--- src/rtl/operator_slot_sequencer_if.sv ---
// Slot-strobe bus between the frame scheduler and the operator pipeline.
// The master drives frame requests; the slave (the sequencer) drives strobes and envelope timing.
interface operator_slot_sequencer_if #(
   parameter int unsigned NUM_BANKS              = 2,
   parameter int unsigned NUM_OPERATORS_PER_BANK = 18,
   parameter int unsigned EG_TIMER_WIDTH         = 36
);
   localparam int unsigned BANK_NUM_WIDTH = (NUM_BANKS > 1) ? $clog2(NUM_BANKS) : 1;
   localparam int unsigned OP_NUM_WIDTH   =
      (NUM_OPERATORS_PER_BANK > 1) ? $clog2(NUM_OPERATORS_PER_BANK) : 1;

   logic                      sample_tick;
   logic                      overrun_clr;
   logic                      slot_en;
   logic [BANK_NUM_WIDTH-1:0] bank_num;
   logic [OP_NUM_WIDTH-1:0]   op_num;
   logic                      frame_busy;
   logic                      frame_done;
   logic                      overrun;
   logic [EG_TIMER_WIDTH-1:0] eg_timer;
   logic [3:0]                eg_add;

   modport master (
      output sample_tick, overrun_clr,
      input  slot_en, bank_num, op_num, frame_busy, frame_done, overrun, eg_timer, eg_add
   );

   modport slave (
      input  sample_tick, overrun_clr,
      output slot_en, bank_num, op_num, frame_busy, frame_done, overrun, eg_timer, eg_add
   );
endinterface

--- src/rtl/operator_slot_sequencer.sv ---
// Per-sample frame scheduler: strobes every bank/op slot once per sample tick, spaced so the
// envelope read-modify-write pipeline never overlaps on one address, and owns the envelope timer.
module operator_slot_sequencer #(
   parameter int unsigned NUM_BANKS              = 2,
   parameter int unsigned NUM_OPERATORS_PER_BANK = 18,
   parameter int unsigned SLOT_GAP               = 4,
   parameter int unsigned DRAIN_CYCLES           = 4,
   parameter int unsigned EG_TIMER_WIDTH         = 36
) (
   input logic                      clk,
   input logic                      reset_n,
   operator_slot_sequencer_if.slave bus
);
   localparam int unsigned BANK_NUM_WIDTH = (NUM_BANKS > 1) ? $clog2(NUM_BANKS) : 1;
   localparam int unsigned OP_NUM_WIDTH   =
      (NUM_OPERATORS_PER_BANK > 1) ? $clog2(NUM_OPERATORS_PER_BANK) : 1;
   localparam int unsigned DRAIN_WIDTH    = $clog2(DRAIN_CYCLES + 1);

   localparam logic [BANK_NUM_WIDTH-1:0] LAST_BANK  = BANK_NUM_WIDTH'(NUM_BANKS - 1);
   localparam logic [OP_NUM_WIDTH-1:0]   LAST_OP    = OP_NUM_WIDTH'(NUM_OPERATORS_PER_BANK - 1);
   localparam logic [3:0]                GAP_LOAD   = 4'(SLOT_GAP - 2);
   localparam logic [DRAIN_WIDTH-1:0]    DRAIN_LOAD = DRAIN_WIDTH'(DRAIN_CYCLES - 1);

   typedef enum logic [1:0] {StIdle, StIssue, StGap, StDrain} state_e;

   state_e                    state_q;
   logic                      slot_en_q;
   logic                      frame_busy_q;
   logic                      frame_done_q;
   logic                      overrun_q;
   logic                      eg_odd_q;
   logic [BANK_NUM_WIDTH-1:0] bank_num_q;
   logic [OP_NUM_WIDTH-1:0]   op_num_q;
   logic [EG_TIMER_WIDTH-1:0] eg_timer_q;
   logic [3:0]                eg_add_q;
   logic [3:0]                gap_cnt_q;
   logic [DRAIN_WIDTH-1:0]    drain_cnt_q;

   logic [EG_TIMER_WIDTH-1:0] eg_timer_next;
   logic [3:0]                eg_add_next;
   logic                      start_frame;
   logic                      last_slot;

   // Index of the lowest set bit plus one; zero when no bit is set.
   function automatic logic [3:0] rate_shift(input logic [12:0] t);
      rate_shift = 4'd0;
      for (int i = 12; i >= 0; i--) begin
         if (t[i]) rate_shift = 4'(i + 1);
      end
   endfunction

   always_comb begin
      eg_timer_next = eg_timer_q + EG_TIMER_WIDTH'(eg_odd_q);
      eg_add_next   = rate_shift(eg_timer_next[12:0]);
      // A tick in the done cycle chains straight into the next frame.
      start_frame   = bus.sample_tick && ((state_q == StIdle) || frame_done_q);
      last_slot     = (bank_num_q == LAST_BANK) && (op_num_q == LAST_OP);
   end

   always_ff @(posedge clk or negedge reset_n) begin
      if (!reset_n) begin
         state_q      <= StIdle;
         slot_en_q    <= 1'b0;
         frame_busy_q <= 1'b0;
         frame_done_q <= 1'b0;
         overrun_q    <= 1'b0;
         eg_odd_q     <= 1'b0;
         bank_num_q   <= '0;
         op_num_q     <= '0;
         eg_timer_q   <= '0;
         eg_add_q     <= 4'd0;
         gap_cnt_q    <= 4'd0;
         drain_cnt_q  <= '0;
      end else begin
         slot_en_q    <= 1'b0;
         frame_done_q <= 1'b0;

         if (bus.sample_tick && frame_busy_q && !frame_done_q) begin
            overrun_q <= 1'b1;
         end else if (bus.overrun_clr) begin
            overrun_q <= 1'b0;
         end

         if (start_frame) begin
            state_q      <= StIssue;
            slot_en_q    <= 1'b1;
            frame_busy_q <= 1'b1;
            bank_num_q   <= '0;
            op_num_q     <= '0;
            eg_odd_q     <= ~eg_odd_q;
            eg_timer_q   <= eg_timer_next;
            eg_add_q     <= eg_add_next;
         end else begin
            unique case (state_q)
               StIdle: ;
               StIssue: begin
                  if (last_slot) begin
                     state_q      <= StDrain;
                     drain_cnt_q  <= DRAIN_LOAD;
                     frame_done_q <= (DRAIN_CYCLES == 1);
                  end else begin
                     state_q   <= StGap;
                     gap_cnt_q <= GAP_LOAD;
                  end
               end
               StGap: begin
                  if (gap_cnt_q == 4'd0) begin
                     state_q   <= StIssue;
                     slot_en_q <= 1'b1;
                     if (op_num_q == LAST_OP) begin
                        op_num_q   <= '0;
                        bank_num_q <= bank_num_q + BANK_NUM_WIDTH'(1);
                     end else begin
                        op_num_q <= op_num_q + OP_NUM_WIDTH'(1);
                     end
                  end else begin
                     gap_cnt_q <= gap_cnt_q - 4'd1;
                  end
               end
               StDrain: begin
                  if (frame_done_q) begin
                     state_q      <= StIdle;
                     frame_busy_q <= 1'b0;
                  end else if (drain_cnt_q <= DRAIN_WIDTH'(1)) begin
                     frame_done_q <= 1'b1;
                  end else begin
                     drain_cnt_q <= drain_cnt_q - DRAIN_WIDTH'(1);
                  end
               end
               default: state_q <= StIdle;
            endcase
         end
      end
   end

   assign bus.slot_en    = slot_en_q;
   assign bus.bank_num   = bank_num_q;
   assign bus.op_num     = op_num_q;
   assign bus.frame_busy = frame_busy_q;
   assign bus.frame_done = frame_done_q;
   assign bus.overrun    = overrun_q;
   assign bus.eg_timer   = eg_timer_q;
   assign bus.eg_add     = eg_add_q;
endmodule
--- src/flat_wrapper.sv ---
// flat-port wrapper written by rule: the top's interface ports become plain ports
module operator_slot_sequencer_flat 
#(
   parameter int unsigned NUM_BANKS              = 2,
   parameter int unsigned NUM_OPERATORS_PER_BANK = 18,
   parameter int unsigned SLOT_GAP               = 4,
   parameter int unsigned DRAIN_CYCLES           = 4,
   parameter int unsigned EG_TIMER_WIDTH         = 36
)
  (clk, reset_n, bus_sample_tick, bus_overrun_clr, bus_slot_en, bus_bank_num, bus_op_num, bus_frame_busy, bus_frame_done, bus_overrun, bus_eg_timer, bus_eg_add);
  operator_slot_sequencer_if #(.NUM_BANKS(NUM_BANKS), .NUM_OPERATORS_PER_BANK(NUM_OPERATORS_PER_BANK), .EG_TIMER_WIDTH(EG_TIMER_WIDTH)) bus_i ();
  input logic clk;
  input logic reset_n;
  input wire logic [$bits(bus_i.sample_tick)-1:0] bus_sample_tick;
  input wire logic [$bits(bus_i.overrun_clr)-1:0] bus_overrun_clr;
  output wire logic [$bits(bus_i.slot_en)-1:0] bus_slot_en;
  output wire logic [$bits(bus_i.bank_num)-1:0] bus_bank_num;
  output wire logic [$bits(bus_i.op_num)-1:0] bus_op_num;
  output wire logic [$bits(bus_i.frame_busy)-1:0] bus_frame_busy;
  output wire logic [$bits(bus_i.frame_done)-1:0] bus_frame_done;
  output wire logic [$bits(bus_i.overrun)-1:0] bus_overrun;
  output wire logic [$bits(bus_i.eg_timer)-1:0] bus_eg_timer;
  output wire logic [$bits(bus_i.eg_add)-1:0] bus_eg_add;
  assign bus_i.sample_tick = bus_sample_tick;
  assign bus_i.overrun_clr = bus_overrun_clr;
  assign bus_slot_en = bus_i.slot_en;
  assign bus_bank_num = bus_i.bank_num;
  assign bus_op_num = bus_i.op_num;
  assign bus_frame_busy = bus_i.frame_busy;
  assign bus_frame_done = bus_i.frame_done;
  assign bus_overrun = bus_i.overrun;
  assign bus_eg_timer = bus_i.eg_timer;
  assign bus_eg_add = bus_i.eg_add;
  operator_slot_sequencer #(.NUM_BANKS(NUM_BANKS), .NUM_OPERATORS_PER_BANK(NUM_OPERATORS_PER_BANK), .SLOT_GAP(SLOT_GAP), .DRAIN_CYCLES(DRAIN_CYCLES), .EG_TIMER_WIDTH(EG_TIMER_WIDTH)) u_core (.clk(clk), .reset_n(reset_n), .bus(bus_i));
endmodule
--- config.mk ---
export PLATFORM = sky130hd
export DESIGN_NAME = operator_slot_sequencer_flat
export DESIGN_NICKNAME = d
export VERILOG_FILES = /design/src/rtl/operator_slot_sequencer_if.sv /design/src/rtl/operator_slot_sequencer.sv /design/src/flat_wrapper.sv
export SDC_FILE = /design/constraint.sdc
export NUM_CORES = 1
export LEC_CHECK = 0
export BUFFER_PORTS_ARGS = -buffer_cell sky130_fd_sc_hd__buf_2
export CAP_MARGIN = 15
export CORE_MARGIN = 2
export CORE_UTILIZATION = 47
export DETAILED_ROUTE_END_ITERATION = 12
export PLACE_DENSITY = 0.65
export SYNTH_ARGS = -nofsm -noshare
export SYNTH_HDL_FRONTEND = slang
export SYNTH_SLANG_ARGS = --single-unit
export TNS_END_PERCENT = 5
--- constraint.sdc ---
create_clock -name clk -period 5.5 [get_ports clk]
set_input_delay 1.375 -clock clk [delete_from_list [all_inputs] [get_ports clk]]
set_output_delay 1.375 -clock clk [all_outputs]
set_load 0.05 [all_outputs]
==> report_table.html <==
<table>
<tr><th>Metric</th><th>Value</th></tr>
<tr><th colspan="2">Worst hold path</th></tr>
<tr><td>Hold Path Depth</td><td>1</td></tr>
<tr><td>Class of the worst hold path</td><td>reg2reg</td></tr>
<tr><td>Startpoint of the most critical hold path</td><td>u_core.bus.eg_timer[35]</td></tr>
<tr><td>Destination of the worst hold path</td><td>u_core.bus.eg_timer[35]</td></tr>
<tr><th colspan="2">STA</th></tr>
<tr><td>Fmax</td><td>367 MHz</td></tr>
<tr><td>Relative slew margins</td><td>0.338</td></tr>
<tr><td>Slew at the pin closest to its max-slew limit</td><td>994 ps</td></tr>
<tr><td>Final Critical Period</td><td>around 2700 ps</td></tr>
<tr><td>Period Utilization, post-route</td><td>0.496</td></tr>
<tr><td>Max-slew violations</td><td>0</td></tr>
<tr><td>Worst clock skew</td><td>8.55 ps</td></tr>
<tr><td>Sum of negative setup slack</td><td>0 ps</td></tr>
<tr><td>Final hold violations</td><td>0</td></tr>
<tr><td>Unrepaired setup endpoints after global routing</td><td>false</td></tr>
<tr><td>Number of failing setup endpoints in the final timing report</td><td>0</td></tr>
<tr><th colspan="2">Synth</th></tr>
<tr><td>Simple-gate portion of the synthesized area</td><td>0.234</td></tr>
<tr><td>Yosys warns</td><td>0</td></tr>
<tr><td>Leading cell type by number of instances after synthesis</td><td>dfrtp_1</td></tr>
<tr><td>Most common library cells after synthesis</td><td>dfrtp_1, nand2_1, nor2_1</td></tr>
<tr><td>Number of synthesized flops with an enable pin</td><td>0</td></tr>
<tr><td>Number of flip-flops and latches in the synthesized netlist</td><td>60</td></tr>
<tr><td>Synthesized-area fraction occupied by xor and xnor cells</td><td>0.109</td></tr>
<tr><td>Per-instance average area after synthesis</td><td>10.0 um^2</td></tr>
<tr><td>Largest cells by area after synthesis</td><td>dfrtp_1, xnor2_1, xor2_1</td></tr>
<tr><td>Distinct cell type count after synthesis</td><td>54</td></tr>
<tr><td>Prevailing post-synth register cell</td><td>dfrtp_1</td></tr>
<tr><td>Portion of synthesized cell area occupied by the leading cell type</td><td>0.433</td></tr>
<tr><td>Synthesized cell area</td><td>roughly 3500 um^2</td></tr>
<tr><td>Mux cell area share after synthesis</td><td>0.00938</td></tr>
<tr><td>Synth area leader</td><td>dfrtp_1</td></tr>
<tr><td>Synth Area in Compound Gates</td><td>0.125</td></tr>
<tr><td>Fraction of the mapped netlist area in adder cells</td><td>0.0433</td></tr>
<tr><td>Sequential share of the synthesized area</td><td>0.433</td></tr>
<tr><td>Synth Net Count</td><td>362</td></tr>
<tr><td>Main combinational cell family by area after synthesis</td><td>simple AND/OR/NAND/NOR gates</td></tr>
<tr><td>Fraction of registers with async set or reset after synthesis</td><td>1.00</td></tr>
<tr><td>Gate count of the mapped netlist</td><td>346</td></tr>
<tr><th colspan="2">Die</th></tr>
<tr><td>Number of top-level pins</td><td>between 50 and 60</td></tr>
<tr><td>Chip width</td><td>~90 um</td></tr>
<tr><td>Total Die Area</td><td>8080 um^2</td></tr>
<tr><td>Initial Util</td><td>0.481</td></tr>
<tr><td>Vert. Die Dim</td><td>89.9 um</td></tr>
<tr><td>Total core area</td><td>7210 um^2</td></tr>
<tr><td>Std-Cell Rows</td><td>31</td></tr>
<tr><th colspan="2">Critical path</th></tr>
<tr><td>Critical Path Sink Type</td><td>primary output</td></tr>
<tr><td>Required time of the critical path</td><td>about 4100 ps</td></tr>
<tr><td>Critical path's slowest cell</td><td>dfrtp_1</td></tr>
<tr><td>Critical path fanouts, max</td><td>14</td></tr>
<tr><td>Startpoint of the most critical register-to-register path</td><td>u_core.state_q[0]</td></tr>
<tr><td>Worst path depth</td><td>1</td></tr>
<tr><td>Endpoint of the lowest-slack register-to-register path</td><td>u_core.bus.eg_timer[18]</td></tr>
<tr><td>Family with the most delay on the worst path</td><td>flip-flops</td></tr>
<tr><td>Worst-case register-to-register setup slack</td><td>roughly 3200 ps</td></tr>
<tr><td>CP cell instances</td><td>buf_2</td></tr>
<tr><td>Type of the worst setup path</td><td>reg2out</td></tr>
<tr><td>Depth of the worst register-to-register path</td><td>6</td></tr>
<tr><td>CP arrival</td><td>1350 ps</td></tr>
<tr><td>Highest cell delay on the worst timing path</td><td>around 660 ps</td></tr>
<tr><td>Element type at the critical path start</td><td>flip-flop</td></tr>
<tr><td>Buffers plus inverters on the worst setup path</td><td>1</td></tr>
<tr><th colspan="2">Routing</th></tr>
<tr><td>Antenna-violating nets left</td><td>0</td></tr>
<tr><td>Routed len/inst</td><td>14.0 um</td></tr>
<tr><td>Via-to-Cell Ratio</td><td>5.39</td></tr>
<tr><td>DR DRC count</td><td>0</td></tr>
<tr><td>DRT iter0 DRCs</td><td>123</td></tr>
<tr><td>Routed Wire Length</td><td>6950 um</td></tr>
<tr><td>Total via count after detailed routing</td><td>2683</td></tr>
<tr><td>Number of iterations in the first detailed-routing pass</td><td>6</td></tr>
<tr><th colspan="2">Global routing</th></tr>
<tr><td>Congestion Overflow GR</td><td>0</td></tr>
<tr><td>Antenna violations before repair</td><td>0</td></tr>
<tr><td>First-pass GRT wire length</td><td>11900 um</td></tr>
<tr><td>Total global routing track utilization</td><td>0.181</td></tr>
<tr><td>Via count of the first global-routing pass</td><td>2459</td></tr>
<tr><td>Maximum number of pins on one net before global-route repair</td><td>61</td></tr>
<tr><th colspan="2">Clocking</th></tr>
<tr><td>Clk slew on worst S/H paths</td><td>70 ps</td></tr>
<tr><td>CTS buffer count</td><td>9</td></tr>
<tr><td>Number of H-tree levels</td><td>3</td></tr>
<tr><td>Clk_lat worst skew</td><td>340 ps</td></tr>
<tr><td>CTS Sinks</td><td>60</td></tr>
<tr><td>Clock tree from TritonCTS</td><td>yes</td></tr>
<tr><td>Root Driver</td><td>clkbuf_8</td></tr>
<tr><td>Maximum buffer depth of the clock tree</td><td>2</td></tr>
<tr><td>Post-CTS Setup Inserts</td><td>0</td></tr>
<tr><td>Number of cells upsized or downsized after cts</td><td>0</td></tr>
<tr><td>Quantity of hold-fixing buffers added after cts</td><td>0</td></tr>
<tr><th colspan="2">Power</th></tr>
<tr><td>Pwr/cell area</td><td>375 nW/um^2</td></tr>
<tr><td>Design Power</td><td>1500 uW</td></tr>
<tr><td>Max rail drop VDD</td><td>0.241 mV</td></tr>
<tr><td>Leakage power total</td><td>0.00198 uW</td></tr>
<tr><th colspan="2">Placed design</th></tr>
<tr><td>Number of port buffers</td><td>53</td></tr>
<tr><td>Final Wtd Congestion</td><td>0.837</td></tr>
<tr><td>Count of placed standard cells including taps</td><td>between 400 and 500</td></tr>
<tr><td>HPWL after detailed placement</td><td>between 4000 and 5000 um</td></tr>
<tr><td>Total cell area at the placement stage</td><td>3750 um^2</td></tr>
<tr><th colspan="2">Cells and area</th></tr>
<tr><td>Layout Area Growth over Synthesis</td><td>15.0%</td></tr>
<tr><td>Final Net Count</td><td>between 400 and 500</td></tr>
<tr><td>Fraction of layout instances using a drive strength above 1</td><td>0.228</td></tr>
<tr><td>Final core utilization</td><td>0.553</td></tr>
<tr><td>Total inserted antenna cells</td><td>0</td></tr>
<tr><td>Final cell count without fillers</td><td>498</td></tr>
<tr><td>Layout Cell Area excl Fill</td><td>3990 um^2</td></tr>
<tr><th colspan="2">Status</th></tr>
<tr><td>Outcome</td><td>finished clean</td></tr>
<tr><th colspan="2">Run</th></tr>
<tr><td>Max-Cap Viols</td><td>0</td></tr>
</table>
## layout by cell type (no fill, tap or decap), types with 13 or more instances in the layout
master / instances
dfrtp_1: 60
inv_1: 14
nand3_1: 13
nor2_1: 31
buf_2: 53
xnor2_1: 22
xor2_1: 21
nand2_1: 36
## through the flow
step	setup WS, ps	hold WS, ps
floorplan	3080	475
CTS	2770	477
global placement	2480	452
detailed placement	2440	462
global route	2620	495
finish	2770	471
## logic make-up after synthesis
group                      after synthesis
xor gates and xnor gates                43
muxes                                    3
DFF                                     60
adders and majority gates               12
buffers and inverters                   31
and+or+nand+nor                        139
AOI/OAI and AO/OA                       58
## report_power, final
part | switching, uW | internal (uW) | total [uW]
Clock | 181 | 291 | 472
Sequential | 56.3 | 498 | 555
Combinational | 310 | 159 | 470
Total | 548 | 949 | 1500
## area by class of cell
type	instances	area, um^2
clock buffers	12	165
clock inverters	4	70.1
fillers	666	3230
inverters	14	52.6
multi-input cells	255	1800
flip-flops and latches	60	1500
well taps	99	124
repair buffers	54	273
## metal layers
layer	vias to the layer above	global-route usage	wire (um)
li1	1317	-	-
met1	1303	0.255	3440
met2	49	0.276	3170
met3	14	0.0344	200
met4	0	0.0744	142
met5	-	0	0
## flip-flops by register name, summed over array words and instances, names as in the netlist
signal                 cells
u_core.bus.eg_timer       36
u_core.bus.op_num          5
u_core.bus.eg_add          4
u_core.gap_cnt_q           4
u_core.drain_cnt_q         3
u_core.state_q             2
u_core.bus.bank_num        1
u_core.bus.frame_busy      1
u_core.bus.frame_done      1
u_core.bus.overrun         1
u_core.bus.slot_en         1
u_core.eg_odd_q            1
## worst max path at each step
| stage | start | endpoint | slack, ps |
|---|---|---|---|
| after floorplan | bus_sample_tick | u_core.bus.eg_timer[30] | 3080 |
| after global placement | bus_sample_tick | u_core.bus.eg_timer[16] | 2480 |
| after detailed placement | bus_sample_tick | u_core.bus.eg_timer[18] | 2440 |
| after CTS | u_core.bus.eg_timer[4] | bus_eg_timer[4] | 2770 |
| after global routing | bus_sample_tick | u_core.bus.eg_timer[18] | 2620 |
| final | u_core.bus.eg_timer[4] | bus_eg_timer[4] | 2770 |
No activity file was read; power rests on OpenSTA's default activity.
